==> src/rtl/multicycle_ctrl.sv <==
// Main control FSM for the multicycle RV32I core: sequences fetch/decode/execute
// and drives every datapath enable, mux select and ALU op from registered state.
module multicycle_ctrl (
    input  logic       clk,
    input  logic       rst_n,
    input  logic [6:0] opcode,
    input  logic [2:0] funct3,
    input  logic       funct7b5,
    input  logic       zero,
    output logic       pc_write,
    output logic       adr_src,
    output logic       mem_write,
    output logic       ir_write,
    output logic       reg_write,
    output logic [1:0] result_src,
    output logic [1:0] alu_src_a,
    output logic [1:0] alu_src_b,
    output logic [4:0] alu_ctrl,
    output logic       instr_done,
    output logic       illegal,
    output logic [3:0] state
);

    // state    | meaning
    // BOOT     | post-reset idle cycle
    // FETCH    | IR <= mem[PC], PC <= PC+4
    // DECODE   | alu_out <= old_pc + imm (branch/jump target)
    // MEMADR   | alu_out <= rs1 + imm
    // MEMREAD  | read data memory at alu_out
    // MEMWB    | rd <= mem_data
    // MEMWRITE | mem[alu_out] <= rs2
    // EXECR    | R-type ALU op on rs1, rs2
    // EXECI    | I-type ALU op on rs1, imm
    // ALUWB    | rd <= alu_out
    // JAL      | PC <= target, alu_out <= old_pc + 4
    // BEQ      | compare rs1 - rs2, PC <= target when zero
    // ILLEGAL  | halted on unsupported opcode until reset
    typedef enum logic [3:0] {
        S_BOOT     = 4'd0,
        S_FETCH    = 4'd1,
        S_DECODE   = 4'd2,
        S_MEMADR   = 4'd3,
        S_MEMREAD  = 4'd4,
        S_MEMWB    = 4'd5,
        S_MEMWRITE = 4'd6,
        S_EXECR    = 4'd7,
        S_EXECI    = 4'd8,
        S_ALUWB    = 4'd9,
        S_JAL      = 4'd10,
        S_BEQ      = 4'd11,
        S_ILLEGAL  = 4'd15
    } state_t;

    localparam logic [6:0] OP_LW  = 7'b0000011;
    localparam logic [6:0] OP_SW  = 7'b0100011;
    localparam logic [6:0] OP_R   = 7'b0110011;
    localparam logic [6:0] OP_I   = 7'b0010011;
    localparam logic [6:0] OP_JAL = 7'b1101111;
    localparam logic [6:0] OP_BEQ = 7'b1100011;

    localparam logic [4:0] ALU_ADD = 5'd0;
    localparam logic [4:0] ALU_SUB = 5'd1;
    localparam logic [4:0] ALU_AND = 5'd2;
    localparam logic [4:0] ALU_OR  = 5'd3;
    localparam logic [4:0] ALU_SLT = 5'd4;

    state_t     state_q;
    state_t     state_next;
    logic       pc_write_q;
    logic [4:0] alu_funct;

    always_comb begin
        state_next = state_q;
        case (state_q)
            S_BOOT:     state_next = S_FETCH;
            S_FETCH:    state_next = S_DECODE;
            S_DECODE: begin
                case (opcode)
                    OP_LW, OP_SW: state_next = S_MEMADR;
                    OP_R:         state_next = S_EXECR;
                    OP_I:         state_next = S_EXECI;
                    OP_JAL:       state_next = S_JAL;
                    OP_BEQ:       state_next = S_BEQ;
                    default:      state_next = S_ILLEGAL;
                endcase
            end
            S_MEMADR:   state_next = (opcode == OP_LW) ? S_MEMREAD : S_MEMWRITE;
            S_MEMREAD:  state_next = S_MEMWB;
            S_EXECR, S_EXECI, S_JAL: state_next = S_ALUWB;
            S_MEMWB, S_MEMWRITE, S_ALUWB, S_BEQ: state_next = S_FETCH;
            S_ILLEGAL:  state_next = S_ILLEGAL;
            default:    state_next = S_BOOT;
        endcase
    end

    // funct7b5 selects SUB only for register-register ops; addi ignores it
    always_comb begin
        case (funct3)
            3'b000:  alu_funct = (opcode == OP_R && funct7b5) ? ALU_SUB : ALU_ADD;
            3'b010:  alu_funct = ALU_SLT;
            3'b110:  alu_funct = ALU_OR;
            3'b111:  alu_funct = ALU_AND;
            default: alu_funct = ALU_ADD;
        endcase
    end

    // Outputs are registered from the state being entered, so they line up with state_q
    always_ff @(posedge clk or negedge rst_n) begin
        if (!rst_n) begin
            state_q    <= S_BOOT;
            pc_write_q <= 1'b0;
            adr_src    <= 1'b0;
            mem_write  <= 1'b0;
            ir_write   <= 1'b0;
            reg_write  <= 1'b0;
            result_src <= 2'b00;
            alu_src_a  <= 2'b00;
            alu_src_b  <= 2'b00;
            alu_ctrl   <= ALU_ADD;
            instr_done <= 1'b0;
            illegal    <= 1'b0;
        end else begin
            state_q    <= state_next;
            pc_write_q <= 1'b0;
            adr_src    <= 1'b0;
            mem_write  <= 1'b0;
            ir_write   <= 1'b0;
            reg_write  <= 1'b0;
            result_src <= 2'b00;
            alu_src_a  <= 2'b00;
            alu_src_b  <= 2'b00;
            alu_ctrl   <= ALU_ADD;
            instr_done <= 1'b0;
            illegal    <= 1'b0;
            case (state_next)
                S_FETCH: begin
                    ir_write   <= 1'b1;
                    alu_src_b  <= 2'b10;
                    result_src <= 2'b10;
                    pc_write_q <= 1'b1;
                end
                S_DECODE: begin
                    alu_src_a <= 2'b01;
                    alu_src_b <= 2'b01;
                end
                S_MEMADR: begin
                    alu_src_a <= 2'b10;
                    alu_src_b <= 2'b01;
                end
                S_MEMREAD: adr_src <= 1'b1;
                S_MEMWB: begin
                    result_src <= 2'b01;
                    reg_write  <= 1'b1;
                    instr_done <= 1'b1;
                end
                S_MEMWRITE: begin
                    adr_src    <= 1'b1;
                    mem_write  <= 1'b1;
                    instr_done <= 1'b1;
                end
                S_EXECR: begin
                    alu_src_a <= 2'b10;
                    alu_ctrl  <= alu_funct;
                end
                S_EXECI: begin
                    alu_src_a <= 2'b10;
                    alu_src_b <= 2'b01;
                    alu_ctrl  <= alu_funct;
                end
                S_ALUWB: begin
                    reg_write  <= 1'b1;
                    instr_done <= 1'b1;
                end
                S_JAL: begin
                    alu_src_a  <= 2'b01;
                    alu_src_b  <= 2'b10;
                    pc_write_q <= 1'b1;
                end
                S_BEQ: begin
                    alu_src_a  <= 2'b10;
                    alu_ctrl   <= ALU_SUB;
                    instr_done <= 1'b1;
                end
                S_ILLEGAL: illegal <= 1'b1;
                default: ;
            endcase
        end
    end

    // Branch decision uses the live ALU zero flag in the BEQ cycle
    assign pc_write = pc_write_q | ((state_q == S_BEQ) & zero);
    assign state    = state_q;

endmodule

==> config.mk <==
export PLATFORM = sky130hd
export DESIGN_NAME = multicycle_ctrl
export DESIGN_NICKNAME = d
export VERILOG_FILES = /design/src/rtl/multicycle_ctrl.sv
export SDC_FILE = /design/constraint.sdc
export NUM_CORES = 1
export LEC_CHECK = 0
export CORE_MARGIN = 2
export CORE_UTILIZATION = 40
export DETAILED_ROUTE_END_ITERATION = 12
export PLACE_DENSITY = 0.78
export RECOVER_POWER = 25
export SLEW_MARGIN = 40
export SYNTH_ARGS = -nofsm -noshare
export SYNTH_HDL_FRONTEND = slang
export SYNTH_SLANG_ARGS = --single-unit
==> constraint.sdc <==
create_clock -name clk -period 2.8 [get_ports clk]
set_clock_uncertainty 0.2 [all_clocks]
set_input_delay 0.56 -clock clk [delete_from_list [all_inputs] [get_ports clk]]
set_output_delay 0.56 -clock clk [all_outputs]
set_load 0.03 [all_outputs]
==> impl_metrics.py <==
metrics = {
    "clocking": {
        "clockBufferDepth": 2,
        "clock_sinks": 19,
        "clk_latency_ns": 0.29,
        "clk_pin_slew_ns": 0.10,
        "cts_tree": "done",
        "cts_buffers": 3,
        "ctsHoldBuffers": 0,
        "post_cts_buffers": 0,
        "cts_resized": 0,
        "cts_root_buf": "clkbuf_4",
        "cts_max_level": 1,
    },
    "synth": {
        "ys.flop_type": "dfrtp_1",
        "synth_top_cell_by_area": "dfrtp_1",
        "synth.avg_cell_area_um2": 10.62,
        "synth-edff-count": 0,
        "synth_seq_cells": 19,
        "yosysTopAreaCellShare": 0.4185,
        "synth_fa_ha_area_frac": 0,
        "synth_area_um2": 1136,
        "synthTopCellsByArea": "dfrtp_1 (42%), nor2b_1 (4.4%), buf_4 (4.0%), nor2_1 (3.3%), nand4bb_4 (2.4%)",
        "synth_top_family_by_area": "simple AND/OR/NAND/NOR gates",
        "synth_warnings": 0,
        "synth-compound-area-share": 0.2401,
        "synth.most_common_cell": "dfrtp_1",
        "synth_common_cells": "dfrtp_1 (19), nor2_1 (10), nor2b_1 (8)",
        "async_reset_ff_frac": 1.000,
        "ys_seq_area_frac": 0.4185,
        "synth_xor_area_frac": 0,
        "syn_inst": 107,
        "muxShareOfSynthArea": 0,
        "yosys.cell_types.count": 45,
        "synthSimpleGateAreaFrac": 0.2753,
    },
    "routing": {
        "vias": 973,
        "wl_per_cell_um": 14.27,
        "final_antenna_net_count": 0,
        "routed_wl_mm": 2.525,
        "first_iter_violations": 23,
        "via_per_inst": 5.497,
        "drc": 0,
        "dr.pass1.iters": 4,
    },
    "timing": {
        "final-hold-violation-count": 0,
        "clock.fmax_mhz": 382.0,
        "slew_violations": 0,
        "rsz0062_at_grt": "no",
        "holdWs_ns": 0.3942,
        "layout_setup_ws_ns": 0.1825,
        "worstMarginPinSlew_ns": 0.9609,
        "fin_crit_sh": 0.9348,
        "setup_viol": 0,
        "max-slew-margin-rel": 0.3594,
        "min_period_ns": 2.618,
        "finalSetupTns_ns": 0,
    },
    "global_routing": {
        "antenna_found_initial": 0,
        "grt.overflow.total": 0,
        "grt_pass1_vias": 941,
        "grt_pass1_wl_mm": 4.257,
        "grt_use_total": 0.1666,
        "grt_max_degree": 20,
    },
    "critical_path": {
        "critPathKind": "reg -> out",
        "required_ns": 2.04,
        "critPathLaunchType": "register",
        "end_kind": "output pin",
        "r2r_slack_ns": 0.61,
        "worst_ep_arrival_time_ns": 1.86,
        "cp_max_fo": 10,
    },
    "die": {
        "core_um2": 2734,
        "chipHeight_um": 57.30,
        "start_util": 0.4156,
        "rows": 19,
        "io_pins": 36,
        "fp.dieArea_um2": 3283,
        "fp.dieW_um": 57.30,
    },
    "finish": {
        "area_delta_synth_final_pct": 35.35,
        "fill_cells": 233,
        "layout-drive-gt1-share": 0.2123,
        "fin_nets": 161,
        "n_antenna_cell": 0,
        "multi_input_area_um2": 593.1,
        "regArea_um2": 476.7,
    },
    "pwr": {
        "peakVddDrop_mv": 0.8799,
        "power_density_nw_per_um2": 1172,
        "p_leak_nw": 0.6140,
    },
    "place": {
        "place.detailed.hpwl_mm": 1.991,
        "gp_congestion": 0.8348,
        "io_buffers": 33,
        "pre_cts_slack_ns": 0.03434,
    },
    "min_path": {
        "hold_path_class": "reg -> reg",
    },
    "flow_run": {
        "maxCapViolCount": 0,
    },
    "run_status": {
        "status": "finished clean",
    },
}
-- layer usage --
layer  GRT usage  part of all wire  vias to the layer above
met2      0.3021              0.52                       43
met4     0.03987            0.0075                        0
met3     0.05669             0.067                        4
met5           0                 0                        -
li1            -                 -                      466
met1      0.1878              0.40                      460
-- registers in the layout, summed over array words and instances, names as in the netlist --
signal      count
state           4
alu_ctrl        3
alu_src_a       2
alu_src_b       2
adr_src         1
illegal         1
instr_done      1
ir_write        1
mem_write       1
pc_write_q      1
reg_write       1
result_src      1
-- worst paths after layout --
kind / startpoint / end / cells past startpoint
setup / recovery: state[3]$_DFF_PN0_ / pc_write / 3
hold / removal: state[3]$_DFF_PN0_ / adr_src$_DFF_PN0_ / 1
setup reg to reg: state[0]$_DFF_PN0_ / alu_ctrl[0]$_DFF_PN0_ / 7
hold reg to reg: state[3]$_DFF_PN0_ / adr_src$_DFF_PN0_ / 1
max in group asynchronous: rst_n / state[3]$_DFF_PN0_ / 2
min in group asynchronous: rst_n / adr_src$_DFF_PN0_ / 2
-- power breakdown --
group | total [mW] | switching, mW | internal (mW)
Clock | 0.134 | 0.0806 | 0.0532
Combinational | 1.23 | 0.709 | 0.523
Sequential | 0.437 | 0.0469 | 0.390
Total | 1.80 | 0.836 | 0.966
-- layout make-up --
class,count,area share
clock buffer,3,0.01465
clock inverter,1,0.003255
multi-input combinational,78,0.3857
timing repair buffer,41,0.2514
tap,31,0.02522
sequential,19,0.3100
inverter,4,0.009764
-- critical path, stage by stage, from the launching register on --
cell	delay (ns)
dfrtp_2	0.47
nor2b_1	0.25
a31o_2	0.19
clkdlybuf4s50_1	0.66
-- cells by family (layout without fill, tap and decap cells) --
| kind of cell | Yosys count | in the layout |
|---|---|---|
| AO/OA/AOI/OAI | 27 | 27 |
| AND/OR/NAND/NOR | 49 | 49 |
| buffers and inverters | 11 | 49 |
| other | 1 | 2 |
| flip-flops | 19 | 19 |
-- layout by cell type (no fill, tap or decap), types with 2 or more instances in the layout --
| cell type | n |
|---|---|
| dfrtp_1 | 18 |
| and3_1 | 2 |
| clkbuf_4 | 3 |
| a31o_2 | 3 |
| nand3_1 | 2 |
| nor3_2 | 2 |
| o31ai_2 | 2 |
| clkdlybuf4s50_1 | 32 |
| nor3_1 | 4 |
| o31ai_1 | 2 |
| nand2b_1 | 2 |
| nor2b_1 | 8 |
| nand2_1 | 6 |
| nor2_1 | 10 |
| a21oi_1 | 2 |
| conb_1 | 2 |
| o21bai_1 | 2 |
| or2_1 | 2 |
| buf_4 | 7 |
| inv_1 | 4 |
| o21ai_1 | 2 |
-- through the flow --
stage	cell area, um2	power, mW	util	std cells
after floorplan	1140	1.258	-	108
after global placement	1513	1.650	0.5533	173
after detailed placement	1513	1.678	0.5533	173
after CTS	1540	1.814	0.5634	177
after global routing	1538	1.920	0.5625	177
final	1538	1.802	0.5625	177
(Power assumes the default switching activity.)
